==> src/rtl/alu_pkg.sv <==
// Shared constants and state encoding for the uart_alu frame parser.
package alu_pkg;

    localparam logic [7:0]  OP_ECHO       = 8'hEC;
    localparam logic [7:0]  OP_ADD        = 8'hA0;
    localparam logic [7:0]  OP_MUL        = 8'hA1;
    localparam logic [7:0]  OP_DIV        = 8'hA2;
    localparam logic [15:0] HDR_BYTES     = 16'd4;
    localparam logic [15:0] ALU_FRAME_LEN = 16'd12;

    typedef enum logic [2:0] {
        S_OP,
        S_RSVD,
        S_LEN_LO,
        S_LEN_HI,
        S_PAYLOAD,
        S_DRAIN
    } state_e;

    function automatic logic is_alu_op(input logic [7:0] op);
        return (op == OP_ADD) || (op == OP_MUL) || (op == OP_DIV);
    endfunction

endpackage

==> src/rtl/alu_word_packer.sv <==
// Packs payload bytes little-endian into 32-bit words held in a single
// output register with keep/last; unused upper lanes are always zero.
module alu_word_packer
    import alu_pkg::*;
(
    input  logic        clk_i,
    input  logic        reset_i,
    input  logic [7:0]  byte_data,
    input  logic        byte_valid,
    input  logic        byte_last,
    output logic [31:0] m_axis_tdata,
    output logic [3:0]  m_axis_tkeep,
    output logic        m_axis_tlast,
    output logic        m_axis_tvalid,
    input  logic        m_axis_tready
);

    logic [23:0] acc;
    logic [1:0]  idx;
    logic [31:0] word_next;
    logic [3:0]  keep_next;

    // acc only ever holds lanes below idx, so OR-ing in the new byte is exact.
    always_comb begin
        word_next = {8'h00, acc} | ({24'h000000, byte_data} << {idx, 3'b000});
        keep_next = 4'h0;
        case (idx)
            2'd0:    keep_next = 4'h1;
            2'd1:    keep_next = 4'h3;
            2'd2:    keep_next = 4'h7;
            default: keep_next = 4'hF;
        endcase
    end

    always_ff @(posedge clk_i) begin
        if (reset_i) begin
            acc           <= '0;
            idx           <= '0;
            m_axis_tdata  <= '0;
            m_axis_tkeep  <= '0;
            m_axis_tlast  <= 1'b0;
            m_axis_tvalid <= 1'b0;
        end else begin
            if (m_axis_tvalid && m_axis_tready) begin
                m_axis_tvalid <= 1'b0;
            end
            // A load may coincide with a drain; the load wins and keeps valid high.
            if (byte_valid) begin
                if (idx == 2'd3 || byte_last) begin
                    m_axis_tdata  <= word_next;
                    m_axis_tkeep  <= keep_next;
                    m_axis_tlast  <= byte_last;
                    m_axis_tvalid <= 1'b1;
                    idx           <= '0;
                    acc           <= '0;
                end else begin
                    acc <= word_next[23:0];
                    idx <= idx + 2'd1;
                end
            end
        end
    end

endmodule

==> src/rtl/alu_packet_rx.sv <==
// Host frame parser: validates the 4-byte header, drains bad frames and
// hands payload bytes to the word packer.
module alu_packet_rx
    import alu_pkg::*;
#(
    parameter logic [15:0] MAX_LEN = 16'hFFFF
) (
    input  logic        clk_i,
    input  logic        reset_i,
    input  logic [7:0]  s_axis_tdata,
    input  logic        s_axis_tvalid,
    output logic        s_axis_tready,
    output logic [31:0] m_axis_tdata,
    output logic [3:0]  m_axis_tkeep,
    output logic        m_axis_tlast,
    output logic        m_axis_tvalid,
    input  logic        m_axis_tready,
    output logic [7:0]  opcode_o,
    output logic [15:0] len_o,
    output logic        hdr_valid_o,
    output logic        err_bad_op_o,
    output logic        err_bad_len_o
);

    state_e      state;
    logic [15:0] rem;
    logic [7:0]  op_q;
    logic [7:0]  len_lo;
    logic        accept;
    logic [15:0] len_full;
    logic [15:0] rem_next;
    logic [16:0] over_diff;
    logic        too_short;
    logic        too_long;
    logic        op_known;

    // Handshake: a byte moves when s_axis_tvalid && s_axis_tready; a word moves
    // when m_axis_tvalid && m_axis_tready. Payload input stalls while the output
    // register is full and not being drained.
    always_comb begin
        s_axis_tready = 1'b0;
        if (!reset_i) begin
            if (state == S_PAYLOAD) s_axis_tready = !m_axis_tvalid || m_axis_tready;
            else                    s_axis_tready = 1'b1;
        end
    end

    assign accept    = s_axis_tvalid && s_axis_tready;
    assign len_full  = {s_axis_tdata, len_lo};
    assign rem_next  = len_full - HDR_BYTES;
    assign over_diff = {1'b0, MAX_LEN} - {1'b0, len_full};
    assign too_short = len_full < HDR_BYTES;
    assign too_long  = over_diff[16];
    assign op_known  = (op_q == OP_ECHO) || is_alu_op(op_q);

    always_ff @(posedge clk_i) begin
        if (reset_i) begin
            state         <= S_OP;
            rem           <= '0;
            op_q          <= '0;
            len_lo        <= '0;
            opcode_o      <= '0;
            len_o         <= '0;
            hdr_valid_o   <= 1'b0;
            err_bad_op_o  <= 1'b0;
            err_bad_len_o <= 1'b0;
        end else begin
            hdr_valid_o   <= 1'b0;
            err_bad_op_o  <= 1'b0;
            err_bad_len_o <= 1'b0;
            if (accept) begin
                case (state)
                    S_OP: begin
                        op_q  <= s_axis_tdata;
                        state <= S_RSVD;
                    end
                    S_RSVD: state <= S_LEN_LO;
                    S_LEN_LO: begin
                        len_lo <= s_axis_tdata;
                        state  <= S_LEN_HI;
                    end
                    S_LEN_HI: begin
                        if (too_short || too_long) begin
                            err_bad_len_o <= 1'b1;
                            state         <= S_OP;
                        end else begin
                            rem <= rem_next;
                            if (!op_known) begin
                                err_bad_op_o <= 1'b1;
                                state        <= (rem_next == 16'd0) ? S_OP : S_DRAIN;
                            end else if (is_alu_op(op_q) && len_full != ALU_FRAME_LEN) begin
                                err_bad_len_o <= 1'b1;
                                state         <= (rem_next == 16'd0) ? S_OP : S_DRAIN;
                            end else begin
                                hdr_valid_o <= 1'b1;
                                opcode_o    <= op_q;
                                len_o       <= len_full;
                                state       <= (rem_next == 16'd0) ? S_OP : S_PAYLOAD;
                            end
                        end
                    end
                    S_PAYLOAD, S_DRAIN: begin
                        if (rem != 16'd0) rem <= rem - 16'd1;
                        if (rem <= 16'd1) state <= S_OP;
                    end
                    default: state <= S_OP;
                endcase
            end
        end
    end

    alu_word_packer u_packer (
        .clk_i         (clk_i),
        .reset_i       (reset_i),
        .byte_data     (s_axis_tdata),
        .byte_valid    (accept && state == S_PAYLOAD),
        .byte_last     (rem == 16'd1),
        .m_axis_tdata  (m_axis_tdata),
        .m_axis_tkeep  (m_axis_tkeep),
        .m_axis_tlast  (m_axis_tlast),
        .m_axis_tvalid (m_axis_tvalid),
        .m_axis_tready (m_axis_tready)
    );

endmodule

==> config.mk <==
export PLATFORM = sky130hd
export DESIGN_NAME = alu_packet_rx
export DESIGN_NICKNAME = d
export VERILOG_FILES = /design/src/rtl/alu_pkg.sv /design/src/rtl/alu_word_packer.sv /design/src/rtl/alu_packet_rx.sv
export SDC_FILE = /design/constraint.sdc
export NUM_CORES = 1
export LEC_CHECK = 0
export BUFFER_PORTS_ARGS = -buffer_cell sky130_fd_sc_hd__buf_2
export CAP_MARGIN = 5
export CORE_UTILIZATION = 35
export CTS_BUF_LIST = sky130_fd_sc_hd__clkbuf_16
export CTS_CLUSTER_DIAMETER = 120
export DETAILED_ROUTE_END_ITERATION = 6
export HOLD_SLACK_MARGIN = 0.06
export RECOVER_POWER = 100
export REMOVE_ABC_BUFFERS = 1
export SYNTH_ARGS = -nofsm -noshare
export SYNTH_HDL_FRONTEND = slang
export SYNTH_SLANG_ARGS = --single-unit
==> constraint.sdc <==
create_clock -name clk_i -period 4.6 [get_ports clk_i]
set_input_delay 1.38 -clock clk_i [delete_from_list [all_inputs] [get_ports clk_i]]
set_output_delay 1.38 -clock clk_i [all_outputs]
set_load 0.03 [all_outputs]
==> results.cfg <==
[finish]
layout-drive-gt1-share_pct = 8.921
num-nets-final = 758
post-route-util_pct = 41.22
areaGrowthSynthToFinish_pct = 15.16
fillers = 1728
diodes = 0
multi_input_area_um2 = 2899
final-seq-area_um2 = 2522

[floorplan]
start_util_pct = 35.79
core_area_um2 = 16580
die_x_um = 132.2
die-area_um2 = 17480
fp.dieH_um = 132.2
num_io_pins = 78
rows = 47

[synthesis]
avgSynthCellArea_um2 = 8.602
ys_types = 59
syn_area_um2 = 5936
async_flop_share_pct = 0
seq_area_frac_synth_pct = 42.50
synth_flop_cell = dfxtp_1
synth_seq_cells = 126
synth_edf_count = 0
synthCells = 690
ys_warn_count = 0

[sta]
tns_ps = 0
hold_violations = 0
holdWs_ps = 457.9
setup_violations = 0
worstMarginPinSlew_ps = 1519
clock_skew_ps = 10.88
post-route-period-util_pct = 83.29
fmax_mhz = 261.0
relSlewSlack_pct = -1.237
rsz0062_at_grt = no
maxSlewViolCount = 89
fin_crit_ps = 3832

[critical_path]
path_class = in -> reg
start_kind = primary input
end_kind = flop
worst-path-buf-inv = 1
cpMaxStageDelayCell = or4_1
crit_required_ps = 4850
cp_max_fo = 27
cp.arrival_ps = 4080
crit_family = simple AND/OR/NAND/NOR gates
cpPeakStageDelay_ps = 760
cp_cell_sequence = clkbuf_1 -> or4_1 -> nor4_4 -> a31oi_2 -> nor2_4 -> o32ai_1

[clock_network]
numCtsBuffers = 17
postCtsSetupBuffers = 0
h-tree-depth = 4
cts_resized = 0
clockBufferDepth = 2
clock_latency_ps = 420
numClockSinks = 126
root_buffer = clkbuf_16
clk_pin_slew_ps = 60
hold_buffers = 0
cts_tree = built

[min_path]
hold_class = reg -> reg

[route]
drc = 0
first_pass_iters = 5
vias_per_cell = 5.485
vias = 5326
wire_per_inst_um = 17.44
finalWirelength_um = 16930
final_antenna_net_count = 0
detail_route.iter0.violations = 516

[global_route]
antenna_found_initial = 0
grt_pass1_vias = 4949
track_usage_pct = 19.64
grt_max_degree = 68
grt_pass1_wl_um = 27160
grt.overflow.total = 0

[power]
ir_worst_vdd_v = 0.0002743
power_density_nw_per_um2 = 412.5
p_leak_nw = 2.302

[run_status]
status = finished, violations left
violations = capacitance limit, slew limit

[place]
dp_hpwl_um = 10810
portBuffers = 77
place_congestion = 0.8155

[flow_run]
drv_cap = 2
layout by cell type (no fill, tap or decap), types with 7 or more instances in the layout:
cell type	count
a211oi_1	28
a21oi_1	139
buf_2	9
buf_4	16
clkbuf_1	69
clkbuf_16	17
dfxtp_1	126
ha_1	8
inv_1	16
mux2i_1	8
nand2_1	32
nand3_1	14
nand4_1	30
nor2_1	59
nor3_1	18
nor4_1	7
o21a_1	7
o21ai_0	15
o31ai_1	21
o32ai_1	7
cell usage after synthesis, drive strengths merged (6+ instances only):
| cell | count | share of area, % |
|---|---|---|
| mux2i | 8 | 1.3 |
| o21a | 7 | 0.89 |
| a21oi | 139 | 12 |
| clkbuf | 33 | 2.8 |
| inv | 16 | 1.0 |
| nand3 | 14 | 1.2 |
| nand2 | 32 | 2.0 |
| o31ai | 21 | 2.7 |
| nor4 | 9 | 1.3 |
| a211oi | 28 | 3.5 |
| nand2b | 6 | 0.63 |
| o21ai | 16 | 1.3 |
| xor2 | 6 | 0.89 |
| nor2 | 60 | 3.9 |
| ha | 8 | 1.7 |
| o32ai | 8 | 1.8 |
| dfxtp | 126 | 42 |
| a31oi | 6 | 1.1 |
| nor3 | 18 | 1.6 |
| nand4 | 30 | 3.2 |
| xnor2 | 6 | 0.89 |
| buf | 33 | 3.9 |
layer usage:
metal	vias up	track usage, %	wire length [µm]
li1	2641	-	-
met1	2509	26.74	7948
met2	156	31.13	7940
met3	20	3.729	816
met4	0	6.577	225
met5	-	0	0
tightest hold or removal path, stage by stage (launching register included):
cell	delay (ps)
dfxtp_1	310
nand2_1	50
o21ai_0	60
worst paths after layout:
check	from	endpoint	slack, ps	depth (start not counted)
worst max-delay path	s_axis_tdata[0]	rem[4]$_SDFFE_PP0P_	770	6
worst min register to register	u_packer.m_axis_tdata[25]$_SDFFE_PP0P_	u_packer.m_axis_tdata[25]$_SDFFE_PP0P_	460	2
worst min-delay path	u_packer.m_axis_tdata[25]$_SDFFE_PP0P_	u_packer.m_axis_tdata[25]$_SDFFE_PP0P_	460	2
worst max register to register	state[1]$_SDFFE_PP0P_	u_packer.m_axis_tdata[24]$_SDFFE_PP0P_	1330	5
power breakdown:
group / switching (mW) / leakage (nW) / internal (mW)
Sequential: 0.0185 / 1.02 / 1.10
Combinational: 0.139 / 0.973 / 0.0620
Clock: 0.568 / 0.313 / 0.929
Total: 0.725 / 2.30 / 2.09
area by class of cell:
class	count	share of cell area [%]
multi-input combinational	482	42.41
sequential	126	36.90
timing repair buffer	95	6.279
clock buffer	17	6.224
tap	220	4.027
clock inverter	15	3.277
inverter	16	0.8786
registers in the layout, summed over array words and instances, names as in the netlist, 2 cells and up:
register and count:
len_lo 8, len_o 16, op_q 8, opcode_o 8, rem 16, state 3, u_packer.acc 24, u_packer.idx 2
u_packer.m_axis_tdata 32, u_packer.m_axis_tkeep 4
cells by family (layout without fill, tap and decap cells):
kind of cell,after synthesis,after routing,share of synthesized area (%)
compound gates,254,254,27.28
simple gates,200,200,17.71
flops,126,126,42.50
buf+inv,82,143,7.715
xor+xnor,12,12,1.771
fa+ha+maj,8,8,1.686
mux,8,8,1.349
stage by stage:
| stage | setup WS, ps | cells | power [mW] | cell area, µm² |
|---|---|---|---|---|
| after floorplan | 1155 | 624 | 1.260 | 5538 |
| after global placement | 869.9 | 939 | 1.349 | 6334 |
| after detailed placement | 839.4 | 939 | 1.348 | 6334 |
| after CTS | 1127 | 971 | 2.833 | 6983 |
| after global routing | 565.2 | 971 | 2.901 | 6835 |
| final | 768.4 | 971 | 2.820 | 6835 |
Power figures use the tool's default switching activity.
